`config.mk`:
```
export PLATFORM = sky130hd
export DESIGN_NAME = pim_conv_seq
export DESIGN_NICKNAME = d
export VERILOG_FILES = /design/src/rtl/pim_conv_seq.sv
export SDC_FILE = /design/constraint.sdc
export NUM_CORES = 1
export LEC_CHECK = 0
export ABC_CLOCK_PERIOD_IN_PS = 113200
export BUFFER_PORTS_ARGS = -buffer_cell sky130_fd_sc_hd__buf_2
export CAP_MARGIN = 5
export CORE_MARGIN = 10
export CORE_UTILIZATION = 50
export CTS_CLUSTER_SIZE = 30
export DETAILED_ROUTE_END_ITERATION = 12
export PLACE_DENSITY = 0.73
export SYNTH_ARGS = -nofsm -noshare
export SYNTH_HDL_FRONTEND = slang
export SYNTH_SLANG_ARGS = --single-unit
```
`constraint.sdc`:
```
create_clock -name clk -period 113.2 [get_ports clk]
set_clock_uncertainty 0.05 [all_clocks]
set_input_delay 11.32 -clock clk [delete_from_list [all_inputs] [get_ports clk]]
set_output_delay 11.32 -clock clk [all_outputs]
set_load 0.02 [all_outputs]
```
`src/rtl/pim_conv_seq.sv`:
```
// pim_conv_seq: segment-serial PIM convolution over a single bram_pim crossbar, NUM_CH channels per vector.
// Optional macro PIM_SAT_EN: saturating accumulation (undefined: two's-complement wrap-around).

module bram_pim #(
  parameter int XBAR_SIZE = 64,
  parameter int DEPTH     = 6,
  parameter int ADC_P     = 8
) (
  input  logic                 clk,
  input  logic                 rst,
  input  logic                 en,
  input  logic [DEPTH-1:0]     addr,
  input  logic [XBAR_SIZE-1:0] data,
  output logic [ADC_P-1:0]     rd
);
  // Ternary crossbar row: lower-half lines weigh +1, upper-half -1, row bias equals its address.
  int sum;

  always_comb begin
    sum = int'(addr);
    for (int i = 0; i < XBAR_SIZE; i++)
      if (data[i]) sum = (i < XBAR_SIZE/2) ? sum + 1 : sum - 1;
  end

  always_ff @(posedge clk or negedge rst)
    if (!rst)    rd <= '0;
    else if (en) rd <= ADC_P'(sum);
endmodule

module pim_conv_seq #(
  parameter int   INPUT_SIZE = 256,
  parameter int   XBAR_SIZE  = 64,
  parameter int   DEPTH      = 6,
  parameter int   ADC_P      = 8,
  parameter int   NUM_CH     = 4,
  parameter int   ACC_W      = 12,
  localparam int  CH_W       = (NUM_CH > 1) ? $clog2(NUM_CH) : 1
) (
  input  logic                    clk,
  input  logic                    rst,
  input  logic                    in_valid,
  output logic                    in_ready,
  input  logic [INPUT_SIZE-1:0]   Input_feature,
  input  logic [DEPTH-1:0]        Base_addr,
  output logic                    out_valid,
  input  logic                    out_ready,
  output logic signed [ACC_W-1:0] Output,
  output logic [CH_W-1:0]         Out_ch,
  output logic                    busy
);
  localparam int NSEG  = (INPUT_SIZE / XBAR_SIZE > 1) ? INPUT_SIZE / XBAR_SIZE : 1;
  localparam int SEG_W = (NSEG > 1) ? $clog2(NSEG) : 1;
  localparam int PAD_W = NSEG * XBAR_SIZE;

  typedef enum logic [1:0] {IDLE, ISSUE, ACC, OUT} state_t;
  state_t state, nxt;

  logic [PAD_W-1:0]        feat_ext, feat_q;
  logic [DEPTH-1:0]        base_q, xbar_addr;
  logic [XBAR_SIZE-1:0]    seg_data;
  logic [SEG_W-1:0]        seg;
  logic [CH_W-1:0]         ch;
  logic signed [ACC_W-1:0] acc, acc_sum, rd_ext;
  logic signed [ADC_P-1:0] rd;
  logic                    xbar_en, rd_vld, accept, last_seg, last_ch;

  always_comb begin
    feat_ext = '0;
    feat_ext[INPUT_SIZE-1:0] = Input_feature;
  end

  assign seg_data  = feat_q[seg*XBAR_SIZE +: XBAR_SIZE];
  assign xbar_addr = base_q + DEPTH'(ch);
  assign last_seg  = (seg == SEG_W'(NSEG-1));
  assign last_ch   = (ch == CH_W'(NUM_CH-1));
  assign accept    = in_valid && in_ready;

  bram_pim #(.XBAR_SIZE(XBAR_SIZE), .DEPTH(DEPTH), .ADC_P(ADC_P)) u_xbar (
    .clk  (clk),
    .rst  (rst),
    .en   (xbar_en),
    .addr (xbar_addr),
    .data (seg_data),
    .rd   (rd)
  );

  // Size cast of a signed operand sign-extends, which also covers ACC_W == ADC_P.
  assign rd_ext = ACC_W'(rd);

`ifdef PIM_SAT_EN
  logic [ACC_W:0] wide;
  always_comb begin
    wide    = {acc[ACC_W-1], acc} + {rd_ext[ACC_W-1], rd_ext};
    acc_sum = wide[ACC_W-1:0];
    if (wide[ACC_W] != wide[ACC_W-1])
      acc_sum = wide[ACC_W] ? {1'b1, {(ACC_W-1){1'b0}}} : {1'b0, {(ACC_W-1){1'b1}}};
  end
`else
  assign acc_sum = acc + rd_ext;
`endif

  always_ff @(posedge clk or negedge rst)
    if (!rst) state <= IDLE;
    else      state <= nxt;

  always_comb begin
    nxt       = state;
    in_ready  = 1'b0;
    out_valid = 1'b0;
    xbar_en   = 1'b0;
    case (state)
      IDLE: begin
        in_ready = 1'b1;
        if (in_valid) nxt = ISSUE;
      end
      ISSUE: begin
        xbar_en = 1'b1;
        if (last_seg) nxt = ACC;
      end
      ACC: nxt = OUT;
      OUT: begin
        out_valid = 1'b1;
        if (out_ready) nxt = last_ch ? IDLE : ISSUE;
      end
      default: nxt = IDLE;
    endcase
  end

  assign busy = (state != IDLE);

  // Readout of a segment lands one cycle after its issue; rd_vld marks that cycle.
  always_ff @(posedge clk or negedge rst)
    if (!rst) begin
      feat_q <= '0;
      base_q <= '0;
      seg    <= '0;
      ch     <= '0;
      acc    <= '0;
      rd_vld <= 1'b0;
    end else begin
      rd_vld <= xbar_en;
      if (rd_vld) acc <= acc_sum;
      if (accept) begin
        feat_q <= feat_ext;
        base_q <= Base_addr;
        seg    <= '0;
        ch     <= '0;
        acc    <= '0;
      end
      if (state == ISSUE) seg <= last_seg ? '0 : seg + 1'b1;
      if (state == OUT && out_ready && !last_ch) begin
        ch  <= ch + 1'b1;
        acc <= '0;
      end
    end

  assign Output = acc;
  assign Out_ch = ch;
endmodule

```
==> out/results.txt <==
The worst-path maximum fanout is 33, and the net count of the mapped netlist is 2959. TritonCTS built the clock tree. Pin placement for this block handled 283 I/O pins.

On the critical path the largest part of the delay comes from adder cells. For the synthesis warning total, the log shows 0. The critical path in this run is classified as reg2reg. Measured against its own limit, the worst slew margin works out to 28.8%.

At the pin with the least slew margin, the transition time is 1.07 ns. Setup repair after global routing left no endpoint under its margin. The async set-or-reset flop fraction in the synthesized netlist works out to 100%.

The worst endpoint required time was 113.62 ns. The later pin in the worst-skew pair is clocked with a latency of 0.56 ns. Max-cap violations in this run came to 0. The first routing iteration left 1291 violations.

In this run the remaining antenna-violating nets after routing total 0. The area growth from synthesis to final layout is 11.4%, and the maximum number of pins on one net before global-route repair is 175. The floorplan die area came out at 61900 µm².

Counting stages on the worst path, the most repeated cell is sky130_fd_sc_hd__ha_1. The final critical path takes up 36.1% of the cycle. The sum of buffers and inverters on the critical path works out to 7.

Once the clock tree was built, the resizer swapped 0 gates to a different size. The synthesized netlist devotes 18.7% of its cell area to XOR and XNOR gates. On the worst path, the slowest cell contributes a delay of 0.84 ns.

The average detailed-routed wire length per instance was 18.5 µm; the number of enable flip-flop cells after synthesis was 0. For the via count of the first global-routing pass, the log shows 21000. In the synthesized netlist the dominant register cell turns out to be sky130_fd_sc_hd__dfrtp_1. The worst-path cell with the longest stage delay is sky130_fd_sc_hd__dfrtp_4. Data on the critical path arrives at its endpoint at 41.24 ns. For this run the aggregate overflow at the end of global routing stands at 0. The initial standard-cell utilization of the core is 50.7%, and the initial antenna violation count is 0. STA classifies the critical path startpoint as a register. Clock tree synthesis inserted a total of 34 buffers. Summing the areas of all and, or, nand and nor instances in the mapped netlist gives 14.9% of the synthesized area. The H-tree level count is 2. First-pass GRT wire length: 106 mm. The flow ran to the end, and the final reports show no timing, DRC or antenna violations. The TritonCTS sink count was 289; the number of endpoints failing setup at the final stage was 0. The run gives 0 ns as the post-route setup TNS.

Sequential elements use 27.6% of the synthesized area. Across every metal layer, demand over resource in global routing totals 20.2%. Subtracting the final worst setup slack from the clock period gives 40.82 ns.

The post-synthesis share of cell area spent on full adders, half adders and majority gates was 4.19%; the number of setup buffers added after CTS was 0. In the final layout, the share of cells above drive strength 1 is 29.1%. The core region is 51600 µm².

Detailed placement ended at an HPWL of 51.4 mm. The worst setup path is captured at a register. The fraction of synthesized area in multiplexers works out to 20.0%. Clock root buffer master: sky130_fd_sc_hd__clkbuf_16. The cell row count was 83; the compound-cell area share of the yosys netlist was 11.8%.

Buffers inserted to repair hold after CTS numbered 0. For this run, the post-layout net count is 3189. For the count of unresolved DRC violations after routing, the log shows 0. By area, the combinational part of the netlist is dominated by multiplexers. The logs give 7 for the number of search-and-repair iterations in the first detailed-routing pass and 0 for the antenna cell count. Wires add up to 65.6 mm.

The tools report the gate count of the mapped netlist as 2610. The mean number of vias per cell works out to 5.82. At the end of routability-driven placement, the weighted congestion stood at 0.901. For the number of hold-slack violations in the final timing report, the log shows 0. The routed layout has 20600 vias. The path class of the tightest hold or removal check is reg2reg. Port buffering added 282 buffers. The average instance area after synthesis is 10.0 µm². The CTS clock-pin slew for the worst setup and hold paths is 0.06 ns.

The mapped netlist covers 26200 µm². From bottom edge to top edge, the die measures 249 µm. The upper clock frequency limit came out at 24.5 MHz. The run gives 0 as the number of max-slew violations in the final report.

The count of unique library cells instantiated by Yosys is 108, and the number of buffers on the longest clock path is 3. From left edge to right edge, the die measures 249 µm. Counting flops and latches in the post-synthesis netlist gives 289.
==> cell usage after synthesis (22+ instances only) <==
| library cell | count | area share [%] |
|---|---|---|
| sky130_fd_sc_hd__xnor2_4 | 22 | 2.3 |
| sky130_fd_sc_hd__a31oi_1 | 28 | 0.67 |
| sky130_fd_sc_hd__nor2b_1 | 27 | 0.65 |
| sky130_fd_sc_hd__inv_1 | 66 | 0.95 |
| sky130_fd_sc_hd__xnor2_1 | 214 | 7.2 |
| sky130_fd_sc_hd__o21ai_0 | 85 | 1.6 |
| sky130_fd_sc_hd__and3_1 | 26 | 0.62 |
| sky130_fd_sc_hd__ha_1 | 82 | 3.9 |
| sky130_fd_sc_hd__xor2_1 | 110 | 3.7 |
| sky130_fd_sc_hd__and2_1 | 24 | 0.57 |
| sky130_fd_sc_hd__nand3_1 | 63 | 1.2 |
| sky130_fd_sc_hd__o22ai_1 | 22 | 0.53 |
| sky130_fd_sc_hd__xnor2_2 | 24 | 1.5 |
| sky130_fd_sc_hd__nor3_1 | 50 | 0.96 |
| sky130_fd_sc_hd__mux4_2 | 65 | 5.6 |
| sky130_fd_sc_hd__nand2b_1 | 35 | 0.84 |
| sky130_fd_sc_hd__mux2i_1 | 49 | 1.9 |
| sky130_fd_sc_hd__nor2_1 | 206 | 3.0 |
| sky130_fd_sc_hd__a21oi_1 | 106 | 2.0 |
| sky130_fd_sc_hd__dfrtp_1 | 289 | 28 |
| sky130_fd_sc_hd__nand2_1 | 208 | 3.0 |
| sky130_fd_sc_hd__clkbuf_1 | 63 | 0.90 |
| sky130_fd_sc_hd__mux2_2 | 290 | 12 |
==> cell families after synthesis <==
group                      count (synthesis)
AOI/OAI and AO/OA                        456
muxes                                    405
xor gates and xnor gates                 418
DFF                                      289
buffers and inverters                    168
adders and majority gates                 88
and+or+nand+nor                          786
==> per-layer routing <==
| layer | up-vias | GRT usage [%] | routed length, µm |
|---|---|---|---|
| met1 | 10100 | 25.2 | 28400 |
| met2 | 475 | 35.9 | 33000 |
| met3 | 96 | 3.08 | 2850 |
| met5 | - | 0 | 0 |
| met4 | 0 | 4.86 | 1340 |
| li1 | 9922 | - | - |
==> registers in the layout (all words and copies together) (netlist names) <==
| register | flops |
|---|---|
| feat_q | 256 |
| Output | 12 |
| u_xbar.rd | 8 |
| base_q | 6 |
| Out_ch | 2 |
| seg | 2 |
| state | 2 |
| rd_vld | 1 |
==> cell type report <==
| cell class | count | area (µm²) |
|---|---|---|
| clock buffer | 44 | 908 |
| timing repair buffer | 291 | 1500 |
| multi-input combinational | 2153 | 18200 |
| fill | 4359 | 22400 |
| sequential | 289 | 7240 |
| tap | 680 | 851 |
| inverter | 71 | 275 |
| clock inverter | 11 | 154 |
==> layout by cell type, fill, tap and decap left out, types with 24 or more instances in the layout <==
cell type and n:
sky130_fd_sc_hd__ha_1 82, sky130_fd_sc_hd__nor2b_1 27, sky130_fd_sc_hd__nor2_1 206, sky130_fd_sc_hd__o21ai_0 85, sky130_fd_sc_hd__mux4_2 65, sky130_fd_sc_hd__clkbuf_16 34
sky130_fd_sc_hd__xnor2_1 214, sky130_fd_sc_hd__a21oi_1 106, sky130_fd_sc_hd__inv_1 66, sky130_fd_sc_hd__dfrtp_1 287, sky130_fd_sc_hd__mux2_2 290, sky130_fd_sc_hd__buf_2 281
sky130_fd_sc_hd__a31oi_1 28, sky130_fd_sc_hd__xnor2_2 24, sky130_fd_sc_hd__nand2_1 207, sky130_fd_sc_hd__xor2_1 110, sky130_fd_sc_hd__nand3_1 63, sky130_fd_sc_hd__and3_1 26
sky130_fd_sc_hd__nand2b_1 35, sky130_fd_sc_hd__and2_1 24, sky130_fd_sc_hd__nor3_1 50, sky130_fd_sc_hd__mux2i_1 49
==> metrics by stage <==
stage | hold WS, ns | setup slack, ns | instances | area, µm² | utilization, %
floorplan | 0.424 | 77.12 | 2610 | 26200 | -
global placement | 0.432 | 74.60 | 3484 | 28100 | 54.5
detailed placement | 0.438 | 72.96 | 3484 | 28100 | 54.5
CTS | 0.450 | 72.77 | 3539 | 29200 | 56.5
global route | 0.453 | 69.54 | 3539 | 29200 | 56.5
finish | 0.450 | 72.38 | 3539 | 29200 | 56.5
==> final timing paths <==
check,start,to,slack (ns),depth (start not counted)
setup / recovery,seg[0],u_xbar.rd[7],72.38,194
hold / removal,feat_q[217],feat_q[217],0.45,1
setup reg to reg,seg[0],u_xbar.rd[7],72.38,194
hold reg to reg,feat_q[217],feat_q[217],0.45,1
max in group asynchronous,rst,feat_q[90],100.81,2
min in group asynchronous,rst,Output[6],10.76,1
Power is not shown: default switching activity piles up to over one toggle a cycle in this logic, so the estimate is an artifact.
